## config.mk

```make
export PLATFORM = sky130hd
export DESIGN_NAME = seq_restoring_div
export DESIGN_NICKNAME = d
export VERILOG_FILES = /design/src/rtl/seq_restoring_div.sv
export SDC_FILE = /design/constraint.sdc
export NUM_CORES = 1
export LEC_CHECK = 0
export BUFFER_PORTS_ARGS = -buffer_cell sky130_fd_sc_hd__buf_2
export CAP_MARGIN = 0
export CORE_MARGIN = 3
export CORE_UTILIZATION = 64
export CTS_BUF_LIST = sky130_fd_sc_hd__clkbuf_4
export DETAILED_ROUTE_END_ITERATION = 10
export PLACE_DENSITY = 0.88
export SLEW_MARGIN = 20
export SYNTH_ARGS = -nofsm -noshare
export SYNTH_HDL_FRONTEND = slang
export SYNTH_SLANG_ARGS = --single-unit
```

## constraint.sdc

```tcl
create_clock -name clk -period 6.2 [get_ports clk]
set_input_delay 1.24 -clock clk [delete_from_list [all_inputs] [get_ports clk]]
set_output_delay 1.24 -clock clk [all_outputs]
set_load 0.02 [all_outputs]
```

## src/rtl/seq_restoring_div.sv

```systemverilog
// Sequential unsigned restoring divider, one quotient bit per clock.
//
// Ports:
//   clk, rst          clock and synchronous active-high reset
//   start             request a divide; taken only while ready is high
//   dividend, divisor operands, captured on the accepting edge
//   ready             high in IDLE and DONE
//   busy              high while iterating
//   done              one-cycle pulse, results valid
//   quotient          result quotient, held until the next accepted start
//   remainder         result remainder, held until the next accepted start
//   div_by_zero       captured divisor was zero; held like the results
module seq_restoring_div #(
  parameter int unsigned WIDTH = 32
) (
  input  logic             clk,
  input  logic             rst,
  input  logic             start,
  input  logic [WIDTH-1:0] dividend,
  input  logic [WIDTH-1:0] divisor,
  output logic             ready,
  output logic             busy,
  output logic             done,
  output logic [WIDTH-1:0] quotient,
  output logic [WIDTH-1:0] remainder,
  output logic             div_by_zero
);

  localparam int unsigned CntW = $clog2(WIDTH);
  localparam logic [CntW-1:0] LastCnt = CntW'(WIDTH - 1);

  typedef enum logic [1:0] {StIdle, StRun, StDone} state_e;

  state_e           state_q;
  logic [CntW-1:0]  cnt_q;
  // The settled partial remainder is always below the divisor, so WIDTH bits
  // hold it; the shifted value used for the trial subtract is WIDTH+1 bits.
  logic [WIDTH-1:0] p_q;
  logic [WIDTH-1:0] q_q;
  logic [WIDTH-1:0] divisor_q;
  logic             zero_q;

  logic [WIDTH:0]   shifted;
  logic [WIDTH:0]   trial;
  logic [WIDTH-1:0] p_next;
  logic [WIDTH-1:0] q_next;

  // One restoring step: shift {P,Q} left, trial-subtract the divisor as
  // a + ~b + 1 over WIDTH+1 bits, keep the difference when its sign is clear.
  always_comb begin
    shifted = {p_q, q_q[WIDTH-1]};
    trial   = shifted + ~{1'b0, divisor_q} + (WIDTH + 1)'(1);
    q_next  = {q_q[WIDTH-2:0], ~trial[WIDTH]};
    if (!trial[WIDTH]) begin
      p_next = trial[WIDTH-1:0];
    end else begin
      p_next = shifted[WIDTH-1:0];
    end
  end

  always_ff @(posedge clk) begin
    if (rst) begin
      state_q     <= StIdle;
      cnt_q       <= '0;
      p_q         <= '0;
      q_q         <= '0;
      divisor_q   <= '0;
      zero_q      <= 1'b0;
      quotient    <= '0;
      remainder   <= '0;
      div_by_zero <= 1'b0;
    end else begin
      unique case (state_q)
        StIdle, StDone: begin
          if (start) begin
            state_q     <= StRun;
            p_q         <= '0;
            q_q         <= dividend;
            divisor_q   <= divisor;
            zero_q      <= (divisor == '0);
            div_by_zero <= 1'b0;
            // A zero divisor spends a single RUN cycle, giving it a
            // two-edge latency; the results are forced at the end.
            cnt_q       <= (divisor == '0) ? LastCnt : '0;
          end else begin
            state_q <= StIdle;
          end
        end
        StRun: begin
          p_q   <= p_next;
          q_q   <= q_next;
          cnt_q <= cnt_q + CntW'(1);
          if (cnt_q == LastCnt) begin
            state_q <= StDone;
            cnt_q   <= '0;
            if (zero_q) begin
              // q_q still holds the untouched dividend here.
              quotient    <= '1;
              remainder   <= q_q;
              div_by_zero <= 1'b1;
            end else begin
              quotient  <= q_next;
              remainder <= p_next;
            end
          end
        end
        default: state_q <= StIdle;
      endcase
    end
  end

  assign ready = (state_q != StRun);
  assign busy  = (state_q == StRun);
  assign done  = (state_q == StDone);

endmodule

```

==> impl_results.md <==
* Run status: completed
* Pin count of the biggest net entering global routing at 97
* Post_cts resized at 0
* Register area share after synthesis at 0.375
* Layout cells sized above 1 at 0.163
* Clock skew at 0.0177 ns
* Synth Warn # at 0
* DR WL/cell at 17.7 um
* Metal2 WL at 11900 um
* Commonest cells in the synthesized netlist: nand2_1 (184), dfxtp_1 (169), nor2_1 (117), a21oi_1 (102), nor3_1 (72)
* WL met1 at 10200 um
* Pwr Total at 3.16 mW
* CTS tree: yes
* Crit path capture type: primary output
* Grt ovf at 0
* Gate power share at 0.416
* Number of core rows at 42
* CTS buffer count at 17
* Worst setup SP type: flop
* DR iter-0 viols at 804
* VDD IR max at 0.000211 V
* Largest fanout on the critical path at 81
* Synth top area share at 0.375
* Yosys reg bits at 169
* PortBufs at 134
* Slowest-stage cell, CP: buf_4
* R2r startpoint: q_q[31]$_SDFFE_PP0P_
* CP arrival at 2.50 ns
* Fin Hold WS at 0.463 ns
* Hold Buf Count CTS at 0
* Crit path cell chain: nand2b_2, buf_4, inv_2, buf_2
* Area leader, netlist: dfxtp_1
* Type of the most critical hold path: flop to flop
* Horiz. Die Dim at 125 um
* Post-synth net total at 1251
* FMAX at 0.267 GHz
* Area Overhead vs Synth at 9.77%
* Leak Pwr at 4.37 nW
* # IOs at 135
* Chip Height at 125 um
* Vias in the first global route at 8236
* Post-DP HPWL at 17300 um
* Avg Synthesized Cell Area at 7.85 um2
* Cell count of the worst hold path at 2
* DIE AREA at 15600 um2
* Top-count cell post-synth: nand2_1
* Min-delay src: divisor_q[7]$_SDFFE_PP0P_
* Deepest clock path buffer count at 2
* Vias per cell at 6.31
* Unrepaired setup endpoints after global routing: no
* GRT Total Usage at 0.309
* CORE AREA at 13500 um2
* CP peak stage delay at 0.62 ns
* P_int at 1.93 mW
* First-pass GRT wire length at 40000 um
* Setup_tns at 0 ns
* Routability cong. at 0.964
* Initial Util at 0.668
* Yosys cell types at 64
* R2r setup slk at 2.46 ns
* Setup violators final at 0
* Met3 wire length at 1650 um
* TritonRoute pass-1 iters at 6
* Dominant synthesized flop cell: dfxtp_1
* Post-route ant nets at 0
* Psw at 1.22 mW
* Post-Syn Area at 9020 um2
* CTS root buf: clkbuf_4
* Post-Syn Instances at 1149
* Power share of the clock group at 0.200
* Fin crit period at 3.74 ns
* Switching part of the total power at 0.388
* Clock transition at path regs at 0.13 ns
* Final WL at 24800 um
* Max cap viols at 0
* Ys async rst share at 0
* EDFF count, synth at 0
* N_diodes at 0
* Period utilization at 0.604
* Max Used Layer: met4
* R2r endpoint: remainder[27]$_SDFFE_PP0P_
* Clock H-tree levels at 4
* Final-report max-slew violation count at 0
* Critical Path RT at 4.96 ns
* Clk Latency, worst-skew pair at 0.58 ns
* Utilization after layout at 0.733
* Worst Hold End: divisor_q[7]$_SDFFE_PP0P_
* Reg2Reg Depth at 13
* PD cells at 319 nW/um2
* Nets at 1322
* Total setup buffers inserted after CTS at 0
* Sequential share of power at 0.384
* Clock Sinks at 169
* Vias at 8881
* DRC violations left at 0
* Synth area leaders: dfxtp_1 (38%), nand2_1 (7.7%), a21oi_1 (5.7%)
* WS Path Type: flop to primary output
* Slew HR at 0.337
* Final hold vios at 0
* Slew @ Worst Pin at 0.970 ns
* Initial antenna violation count at 0
## per-layer routing
layer | global-route usage | up-vias
met1 | 0.391 | 4151
li1 | - | 4249
met3 | 0.0553 | 81
met5 | 0 | -
met4 | 0.146 | 0
met2 | 0.513 | 400
## worst max-delay path by stage
stage | startpoint | to
2_1_floorplan | q_q[31]$_SDFFE_PP0P_ | p_q[24]$_SDFFE_PP0P_
3_5_place_dp | q_q[31]$_SDFFE_PP0P_ | remainder[27]$_SDFFE_PP0P_
5_1_grt | q_q[31]$_SDFFE_PP0P_ | remainder[27]$_SDFFE_PP0P_
3_3_place_gp | q_q[31]$_SDFFE_PP0P_ | remainder[27]$_SDFFE_PP0P_
4_1_cts | state_q[0]$_SDFFE_PP0N_ | busy
6_report | state_q[0]$_SDFFE_PP0N_ | busy
## power groups by stage
stage          Combinational [mW]  Sequential (mW)  Clock (mW)
3_5_place_dp                 1.27             1.23           0
2_1_floorplan                1.04             1.21           0
5_1_grt                      1.43             1.22       0.679
6_report                     1.31             1.21       0.632
3_3_place_gp                 1.25             1.23           0
4_1_cts                      1.28             1.21       0.638
## cells by family (layout without fill, tap and decap cells)
logic type      after synthesis  count (layout)  synth area share
simple gates                461             461             0.226
flops                       169             169             0.375
fa+ha+maj                    35              35            0.0494
compound gates              304             304             0.239
mux                          24              24            0.0308
buf+inv                     134             216            0.0584
xor+xnor                     22              22            0.0214
## cells in the final DEF (no fill, tap or decap), drive strengths merged, types with 4 or more instances in the layout
| cell type | count |
|---|---|
| nand2 | 184 |
| dfxtp | 169 |
| buf | 143 |
| nor2 | 117 |
| a21oi | 102 |
| nor3 | 72 |
| inv | 45 |
| a311oi | 35 |
| ha | 34 |
| o21ai | 23 |
| nand3 | 23 |
| a21o | 20 |
| clkbuf | 19 |
| mux2i | 15 |
| a32o | 15 |
| o211a | 14 |
| a31oi | 12 |
| xor2 | 11 |
| xnor2 | 11 |
| a2bb2oi | 11 |
| and3 | 10 |
| o21a | 10 |
| a22oi | 10 |
| nand4 | 9 |
| a211oi | 9 |
| mux2 | 9 |
| nand2b | 9 |
| o211ai | 9 |
| nor4 | 8 |
| and2 | 7 |
| o41ai | 6 |
| nor2b | 6 |
| o31a | 4 |
| o2111ai | 4 |
| a211o | 4 |
| clkinv | 4 |
## cell type report
cell class	count	area, um2
clock inverters	11	124
fillers	1090	3610
flip-flops and latches	169	3380
clock buffers	19	143
repair buffers	143	741
inverters	43	161
well taps	176	220
multi-input cells	846	5120
## through the flow
stage | std cells | worst slack (ns) | area [um2]
2_1_floorplan | 1149 | 3.00 | 9020
3_3_place_gp | 1377 | 2.71 | 9630
3_5_place_dp | 1377 | 2.56 | 9630
4_1_cts | 1407 | 2.47 | 9900
5_1_grt | 1407 | 2.13 | 9900
6_report | 1407 | 2.46 | 9900
## critical path: cells and delay by family (launching register included)
| family | cells | cell delay [ns] |
|---|---|---|
| buffers and inverters | 3 | 1.39 |
| DFF | 1 | 0.40 |
| and+or+nand+nor | 1 | 0.09 |
## sequential cells by signal (all words and copies together) (netlist names)
register     count
remainder       32
cnt_q            5
p_q             32
state_q          2
q_q             32
divisor_q       32
zero_q           1
quotient        32
div_by_zero      1
Note: power is estimated with default switching activity, not from simulation.
